[src/rtl/ankka_v_pkg.sv]
// Shared RV32I OP/OP-IMM encodings and instruction field helpers for the issue core.
package ankka_v_pkg;

    localparam logic [6:0] OPC_OP     = 7'b0110011;
    localparam logic [6:0] OPC_OP_IMM = 7'b0010011;

    localparam logic [6:0] F7_BASE = 7'b0000000;
    localparam logic [6:0] F7_ALT  = 7'b0100000;

    typedef enum logic [2:0] {
        ALU_ADD  = 3'd0,
        ALU_SLL  = 3'd1,
        ALU_SLT  = 3'd2,
        ALU_SLTU = 3'd3,
        ALU_XOR  = 3'd4,
        ALU_SR   = 3'd5,
        ALU_OR   = 3'd6,
        ALU_AND  = 3'd7
    } alu_op_t;

    typedef struct packed {
        logic [6:0]  funct7;
        logic [4:0]  rs2;
        logic [4:0]  rs1;
        alu_op_t     op;
        logic [4:0]  rd;
        logic [6:0]  opcode;
        logic [11:0] imm;
    } instr_fields_t;

    function automatic instr_fields_t split_instr(input logic [31:0] word);
        instr_fields_t f;
        f.funct7 = word[31:25];
        f.rs2    = word[24:20];
        f.rs1    = word[19:15];
        f.op     = alu_op_t'(word[14:12]);
        f.rd     = word[11:7];
        f.opcode = word[6:0];
        f.imm    = word[31:20];
        return f;
    endfunction

endpackage

[src/rtl/ankka_v_issue_core_if.sv]
// Instruction-in / result-out handshake bundle of the issue core.
interface ankka_v_issue_core_if #(
    parameter int XLEN       = 32,
    parameter int FIFO_DEPTH = 4
);
    logic [31:0]                   instr_in;
    logic                          instr_valid;
    logic                          instr_ready;
    logic                          flush;
    logic                          res_valid;
    logic                          res_ready;
    logic [XLEN-1:0]               res_data;
    logic [4:0]                    res_rd;
    logic                          res_illegal;
    logic [$clog2(FIFO_DEPTH):0]   fifo_count;

    modport slave (
        input  instr_in, instr_valid, flush, res_ready,
        output instr_ready, res_valid, res_data, res_rd, res_illegal, fifo_count
    );

    modport master (
        output instr_in, instr_valid, flush, res_ready,
        input  instr_ready, res_valid, res_data, res_rd, res_illegal, fifo_count
    );
endinterface

[src/rtl/ankka_v_instr_fifo.sv]
// Synchronous instruction FIFO with wrap-bit pointers, occupancy count and flush.
module ankka_v_instr_fifo #(
    parameter int WIDTH = 32,
    parameter int DEPTH = 4
) (
    input  logic                     clk,
    input  logic                     resetn,
    input  logic                     flush,
    input  logic                     wr_en,
    input  logic [WIDTH-1:0]         wr_data,
    input  logic                     rd_en,
    output logic [WIDTH-1:0]         rd_data,
    output logic                     full,
    output logic                     empty,
    output logic [$clog2(DEPTH):0]   count
);
    localparam int AW = $clog2(DEPTH);

    logic [AW:0]      wr_ptr_reg;
    logic [AW:0]      rd_ptr_reg;
    logic [WIDTH-1:0] mem [DEPTH];
    logic             do_wr;
    logic             do_rd;

    assign empty = (wr_ptr_reg == rd_ptr_reg);
    assign full  = (wr_ptr_reg[AW] != rd_ptr_reg[AW]) &&
                   (wr_ptr_reg[AW-1:0] == rd_ptr_reg[AW-1:0]);
    assign count = wr_ptr_reg - rd_ptr_reg;

    assign do_wr = wr_en && !full && !flush;
    assign do_rd = rd_en && !empty && !flush;

    // Head entry is visible combinationally so issue can decode it in the pop cycle.
    assign rd_data = mem[rd_ptr_reg[AW-1:0]];

    always_ff @(posedge clk or negedge resetn) begin
        if (!resetn) begin
            wr_ptr_reg <= '0;
            rd_ptr_reg <= '0;
        end else if (flush) begin
            wr_ptr_reg <= '0;
            rd_ptr_reg <= '0;
        end else begin
            if (do_wr) wr_ptr_reg <= wr_ptr_reg + 1'b1;
            if (do_rd) rd_ptr_reg <= rd_ptr_reg + 1'b1;
        end
    end

    always_ff @(posedge clk) begin
        if (do_wr) mem[wr_ptr_reg[AW-1:0]] <= wr_data;
    end
endmodule

[src/rtl/ankka_v_issue_core.sv]
// Buffered single-stage RV32I OP/OP-IMM issue core: FIFO -> decode/ALU -> result register + regfile.
module ankka_v_issue_core
    import ankka_v_pkg::*;
#(
    parameter int XLEN       = 32,
    parameter int FIFO_DEPTH = 4,
    parameter int NUM_REGS   = 32
) (
    input  logic                       clk,
    input  logic                       resetn,
    ankka_v_issue_core_if.slave        bus
);
    localparam int RIDX = $clog2(NUM_REGS);
    localparam int SW   = $clog2(XLEN);

    logic            fifo_full;
    logic            fifo_empty;
    logic [31:0]     fifo_word;
    logic            push;
    logic            pop;

    logic            res_valid_reg;
    logic [XLEN-1:0] res_data_reg;
    logic [4:0]      res_rd_reg;
    logic            res_illegal_reg;

    logic [XLEN-1:0] regs_reg [NUM_REGS];

    instr_fields_t   f;
    logic [XLEN-1:0] op_a;
    logic [XLEN-1:0] op_b;
    logic [XLEN-1:0] rs2_val;
    logic [XLEN-1:0] imm_val;
    logic            alt;
    logic            legal;
    logic [XLEN-1:0] alu_res;
    logic [XLEN-1:0] exec_data;
    logic            rf_we;

    // No bypass: a full FIFO refuses input even if it pops this cycle.
    assign push = bus.instr_valid && !fifo_full && !bus.flush;
    assign pop  = !fifo_empty && (!res_valid_reg || bus.res_ready);

    ankka_v_instr_fifo #(
        .WIDTH (32),
        .DEPTH (FIFO_DEPTH)
    ) u_fifo (
        .clk     (clk),
        .resetn  (resetn),
        .flush   (bus.flush),
        .wr_en   (push),
        .wr_data (bus.instr_in),
        .rd_en   (pop),
        .rd_data (fifo_word),
        .full    (fifo_full),
        .empty   (fifo_empty),
        .count   (bus.fifo_count)
    );

    assign bus.instr_ready = !fifo_full;
    assign bus.res_valid   = res_valid_reg;
    assign bus.res_data    = res_data_reg;
    assign bus.res_rd      = res_rd_reg;
    assign bus.res_illegal = res_illegal_reg;

    always_comb begin
        f       = split_instr(fifo_word);
        imm_val = {{(XLEN-12){f.imm[11]}}, f.imm};
        op_a    = '0;
        rs2_val = '0;
        alt     = 1'b0;
        legal   = 1'b0;

        if (f.rs1 != 5'd0 && 32'(f.rs1) < NUM_REGS) op_a    = regs_reg[f.rs1[RIDX-1:0]];
        if (f.rs2 != 5'd0 && 32'(f.rs2) < NUM_REGS) rs2_val = regs_reg[f.rs2[RIDX-1:0]];
        op_b = rs2_val;

        case (f.opcode)
            OPC_OP: begin
                op_b = rs2_val;
                if (f.funct7 == F7_BASE) begin
                    legal = 1'b1;
                end else if (f.funct7 == F7_ALT && (f.op == ALU_ADD || f.op == ALU_SR)) begin
                    legal = 1'b1;
                    alt   = 1'b1;
                end
                if (32'(f.rs2) >= NUM_REGS) legal = 1'b0;
            end
            OPC_OP_IMM: begin
                op_b = imm_val;
                case (f.op)
                    ALU_SLL: legal = (f.funct7 == F7_BASE);
                    ALU_SR: begin
                        if (f.funct7 == F7_BASE) begin
                            legal = 1'b1;
                        end else if (f.funct7 == F7_ALT) begin
                            legal = 1'b1;
                            alt   = 1'b1;
                        end
                    end
                    default: legal = 1'b1;
                endcase
            end
            default: legal = 1'b0;
        endcase

        if (32'(f.rd) >= NUM_REGS || 32'(f.rs1) >= NUM_REGS) legal = 1'b0;
    end

    always_comb begin
        alu_res = '0;
        case (f.op)
            ALU_ADD:  alu_res = alt ? (op_a - op_b) : (op_a + op_b);
            ALU_SLL:  alu_res = op_a << op_b[SW-1:0];
            ALU_SLT:  alu_res = {{(XLEN-1){1'b0}}, ($signed(op_a) < $signed(op_b))};
            ALU_SLTU: alu_res = {{(XLEN-1){1'b0}}, (op_a < op_b)};
            ALU_XOR:  alu_res = op_a ^ op_b;
            ALU_SR:   alu_res = alt ? XLEN'($signed(op_a) >>> op_b[SW-1:0])
                                    : (op_a >> op_b[SW-1:0]);
            ALU_OR:   alu_res = op_a | op_b;
            ALU_AND:  alu_res = op_a & op_b;
            default:  alu_res = '0;
        endcase
    end

    assign exec_data = legal ? alu_res : '0;
    assign rf_we     = pop && !bus.flush && legal && (f.rd != 5'd0);

    // Regfile and result register load on the same edge, so a back-to-back dependent pop sees the new value.
    always_ff @(posedge clk or negedge resetn) begin
        if (!resetn) begin
            for (int i = 0; i < NUM_REGS; i++) regs_reg[i] <= '0;
        end else if (rf_we) begin
            regs_reg[f.rd[RIDX-1:0]] <= exec_data;
        end
    end

    always_ff @(posedge clk or negedge resetn) begin
        if (!resetn) begin
            res_valid_reg   <= 1'b0;
            res_data_reg    <= '0;
            res_rd_reg      <= '0;
            res_illegal_reg <= 1'b0;
        end else if (bus.flush) begin
            res_valid_reg   <= 1'b0;
        end else if (pop) begin
            res_valid_reg   <= 1'b1;
            res_data_reg    <= exec_data;
            res_rd_reg      <= f.rd;
            res_illegal_reg <= !legal;
        end else if (bus.res_ready) begin
            res_valid_reg   <= 1'b0;
        end
    end
endmodule

[src/flat_wrapper.sv]
// flat-port wrapper written by rule: the top's interface ports become plain ports
module ankka_v_issue_core_flat import ankka_v_pkg::*;
#(
    parameter int XLEN       = 32,
    parameter int FIFO_DEPTH = 4,
    parameter int NUM_REGS   = 32
)
  (clk, resetn, bus_instr_in, bus_instr_valid, bus_flush, bus_res_ready, bus_instr_ready, bus_res_valid, bus_res_data, bus_res_rd, bus_res_illegal, bus_fifo_count);
  ankka_v_issue_core_if #(.XLEN(XLEN), .FIFO_DEPTH(FIFO_DEPTH)) bus_i ();
  input  logic clk;
  input  logic resetn;
  input wire logic [$bits(bus_i.instr_in)-1:0] bus_instr_in;
  input wire logic [$bits(bus_i.instr_valid)-1:0] bus_instr_valid;
  input wire logic [$bits(bus_i.flush)-1:0] bus_flush;
  input wire logic [$bits(bus_i.res_ready)-1:0] bus_res_ready;
  output wire logic [$bits(bus_i.instr_ready)-1:0] bus_instr_ready;
  output wire logic [$bits(bus_i.res_valid)-1:0] bus_res_valid;
  output wire logic [$bits(bus_i.res_data)-1:0] bus_res_data;
  output wire logic [$bits(bus_i.res_rd)-1:0] bus_res_rd;
  output wire logic [$bits(bus_i.res_illegal)-1:0] bus_res_illegal;
  output wire logic [$bits(bus_i.fifo_count)-1:0] bus_fifo_count;
  assign bus_i.instr_in = bus_instr_in;
  assign bus_i.instr_valid = bus_instr_valid;
  assign bus_i.flush = bus_flush;
  assign bus_i.res_ready = bus_res_ready;
  assign bus_instr_ready = bus_i.instr_ready;
  assign bus_res_valid = bus_i.res_valid;
  assign bus_res_data = bus_i.res_data;
  assign bus_res_rd = bus_i.res_rd;
  assign bus_res_illegal = bus_i.res_illegal;
  assign bus_fifo_count = bus_i.fifo_count;
  ankka_v_issue_core #(.XLEN(XLEN), .FIFO_DEPTH(FIFO_DEPTH), .NUM_REGS(NUM_REGS)) u_core (.clk(clk), .resetn(resetn), .bus(bus_i));
endmodule
[config.mk]
export PLATFORM = sky130hd
export DESIGN_NAME = ankka_v_issue_core_flat
export DESIGN_NICKNAME = d
export VERILOG_FILES = /design/src/rtl/ankka_v_pkg.sv /design/src/rtl/ankka_v_issue_core_if.sv /design/src/rtl/ankka_v_instr_fifo.sv /design/src/rtl/ankka_v_issue_core.sv /design/src/flat_wrapper.sv
export SDC_FILE = /design/constraint.sdc
export NUM_CORES = 2
export LEC_CHECK = 0
export BUFFER_PORTS_ARGS = -buffer_cell sky130_fd_sc_hd__buf_2
export CAP_MARGIN = 20
export CORE_MARGIN = 2
export CORE_UTILIZATION = 58
export DETAILED_ROUTE_END_ITERATION = 12
export PLACE_DENSITY = 0.77
export SYNTH_ARGS = -nofsm -noshare
export SYNTH_HDL_FRONTEND = slang
export SYNTH_SLANG_ARGS = --single-unit
export TNS_END_PERCENT = 1
[constraint.sdc]
create_clock -name clk -period 6.9 [get_ports clk]
set_input_delay 1.725 -clock clk [delete_from_list [all_inputs] [get_ports clk]]
set_output_delay 1.725 -clock clk [all_outputs]
set_load 0.05 [all_outputs]
==> flow_metrics.py <==
metrics = {
    "run_status": {
        "outcome": "complete, no violations",
    },
    "logic_synthesis": {
        "ys_seq_area_share_pct": 42.9,
        "synthCells": 6711,
        "synthesis.nets": 6855,
        "syn_avg_cell_area_sq_um": 10.6,
        "synthFlopType": "dfrtp_1",
        "async_reset_ff_share_pct": 89.3,
        "yosysTopAreaCell": "dfrtp_1",
        "synth_edf_count": 128,
        "yosys.area.top_type_share_pct": 37.5,
        "synth_area_sq_um": 71200,
        "ys_warn_count": 0,
        "synth-seq-cells": 1195,
        "synth_area_leaders": "dfrtp_1 38%, mux4_2 9.8%, mux2i_1 8.1%, mux2_2 6.2%, edfxtp_1 5.4%",
        "yosysUniqueCellTypes": 109,
    },
    "detailed_routing": {
        "ant_nets": 0,
        "post-route-drc-count": 0,
        "vias": 60200,
        "routed_wl_um": 260000,
        "viasPerCell": 7.13,
        "first_iter_violations": 8639,
        "wire_per_inst_um": 30.8,
        "dr.pass1.iters": 8,
    },
    "global_route": {
        "antenna_found_initial": 9,
        "grt_max_degree": 153,
        "grt-ovfl-total": 0,
        "grt_pass1_vias": 59300,
        "grt_first_pass_wirelength_um": 382000,
        "gr-usage-all-layers_pct": 40.8,
    },
    "finish": {
        "fin_nets": 6851,
        "fin_area_sq_um": 79200,
        "largest_reg_flops": 1022,
        "drive_gt1_share_pct": 24.1,
        "syn_to_final_growth_pct": 11.3,
    },
    "pwr": {
        "clkPwrFrac_pct": 19.2,
        "vdd_ir_drop_max_mv": 0.430,
        "power_frac_comb_pct": 60.3,
        "p_leak_uw": 0.0347,
        "switching_share_pct": 49.7,
        "intPower_uw": 19000,
        "power_density_nw_per_um2": 477,
        "seq_power_share_pct": 20.5,
        "switchingPower_uw": 18800,
    },
    "die": {
        "dieHeight_um": 354,
        "row_count": 128,
        "ios": 80,
        "die_x_um": 354,
        "core_area_sq_um": 122000,
        "die_area_sq_um": 126000,
        "start_util_pct": 58.5,
    },
    "clock_network": {
        "cts_sinks": 1195,
        "clkTransAtPathRegs_ns": 0.06,
        "ctsRootBufferMaster": "clkbuf_16",
        "numCtsBuffers": 130,
        "cts_buffer_depth": 3,
        "clkLatencyLatePin_ns": 0.80,
        "htreeDepth": 4,
        "cts_tree": "built",
    },
    "worst_setup_path": {
        "cp-start-kind": "register",
        "critical_path_buf_inv_count": 2,
        "crit_arrival_ns": 7.43,
        "path_class": "register to register",
        "max_stage_delay_ns": 0.92,
        "worstSetupEndpointType": "register",
        "crit_path_top_delay_cell": "mux4_4",
        "crit_chain": "mux4_4, buf_4, mux2i_1, a221o_1, o32ai_1, ha_1, a21o_1, a21oi_1, o21bai_1, a31o_2, nand3_1, a31oi_1, a21oi_1, o21bai_1, a221o_1, or4_1, a21oi_4, buf_12, o31ai_2",
        "required_ns": 7.52,
        "cp_max_fo": 32,
        "crit_family": "compound AO/OA/AOI/OAI gates",
    },
    "timing": {
        "setup_viol": 0,
        "slew_violations": 0,
        "worst_pin_slew_ns": 1.15,
        "post-route-min-period_ns": 6.81,
        "slew_headroom_pct": 22.8,
        "rsz0062_at_grt": "no",
        "setup_tns_ns": 0,
        "timing.final.ws_setup_ns": 0.0927,
        "hold_viol": 0,
        "fin_crit_sh_pct": 98.7,
        "max_clock_freq_mhz": 147,
        "holdWs_ns": 0.376,
        "finClkSkew_ns": 0.0334,
    },
    "run": {
        "maxCapViolations": 0,
    },
    "placement": {
        "dpl_cell_area_sq_um": 74500,
        "place_congestion": 1.04,
        "post-place-ws_ns": 0.147,
        "dpl.hpwl_um": 170000,
        "port_buffers": 79,
    },
    "hold_path": {
        "hp-class": "register to register",
    },
}
per-layer routing:
metal	wire (um)	share of wire, %	GRT usage (%)	up-vias
met2	113000	43	60.0	4433
met1	92100	35	51.9	29800
met3	35300	14	13.6	1238
li1	-	-	-	24700
met4	19800	7.6	26.0	12
met5	80	0.031	0	-
path summary, 6_finish.rpt:
check                                        end  cells past startpoint                         from  slack, ns
hold / removal             u_core.regs_reg[1013]                      0        u_core.regs_reg[1013]       0.38
hold reg to reg            u_core.regs_reg[1013]                      0        u_core.regs_reg[1013]       0.38
setup / recovery            u_core.regs_reg[831]                     19  u_core.u_fifo.rd_ptr_reg[0]       0.09
max in group asynchronous   u_core.regs_reg[255]                      3                       resetn       4.31
setup reg to reg            u_core.regs_reg[831]                     19  u_core.u_fifo.rd_ptr_reg[0]       0.09
min in group asynchronous   u_core.regs_reg[389]                      1                       resetn       0.93
cell usage in the layout (no fill, tap or decap), drive strengths merged, types with 23 or more instances in the layout:
master     n
dfrtp   1067
nand2    823
mux2i    576
buf      516
o21ai    488
nor2     424
a21oi    412
mux2     395
mux4     310
clkbuf   187
nor3     154
nand3    144
edfxtp   128
o31ai    116
inv      113
ha       104
o22ai     73
a31oi     72
a211oi    61
a221o     58
o211ai    56
nand2b    38
nor4      37
o32ai     36
and2      35
clkinv    27
xnor2     24
a22oi     23
power groups by stage:
stage          clock (uW)  combinational (uW)  sequential, uW
6_report             7260               22800            7750
5_1_grt              7540               23600            7780
4_1_cts              7250               21600            7730
3_5_place_dp            0               21500            7850
3_3_place_gp            0               21400            7830
2_1_floorplan           0               13300            7940
through the flow:
stage | util, % | power (uW) | std cells
after global routing | 65.1 | 38900 | 8434
after global placement | 61.2 | 29200 | 8172
final | 65.1 | 37800 | 8436
after floorplan | - | 21200 | 6711
after CTS | 64.8 | 36600 | 8406
after detailed placement | 61.2 | 29300 | 8174
layout make-up:
| class | instances | area (sq um) |
|---|---|---|
| Clock buffer | 187 | 3740 |
| Inverter | 107 | 402 |
| Fill cell | 9146 | 42500 |
| Multi-Input combinational cell | 4757 | 37400 |
| Antenna cell | 4 | 10.0 |
| Tap cell | 1625 | 2030 |
| Sequential cell | 1195 | 30500 |
| Timing Repair Buffer | 516 | 4420 |
| Clock inverter | 45 | 651 |
kinds of logic after synthesis:
group / synth area share (%)
adders and majority gates: 1.91
AOI/OAI and AO/OA: 14.7
buffers and inverters: 5.09
and+or+nand+nor: 10.9
DFF: 42.9
muxes: 24.1
xor gates and xnor gates: 0.394
cells in the mapped netlist, types with 128 or more instances:
cell      number
buf_2        141
nand2_1      822
mux2_2       394
mux2i_1      576
a21oi_1      405
dfrtp_1     1067
mux4_2       309
edfxtp_1     128
nor3_1       128
o21ai_0      379
clkbuf_1     360
nor2_1       420
nand3_1      144
repair_timing:
action | CTS | global route
hold buffers | 0 | 0
buffers inserted | 0 | 22
resized for setup | 0 | 15
setup endpoints to repair | 0 | 242
endpoints found under the hold margin | 0 | 0
No activity file was read; power rests on OpenSTA's default activity.
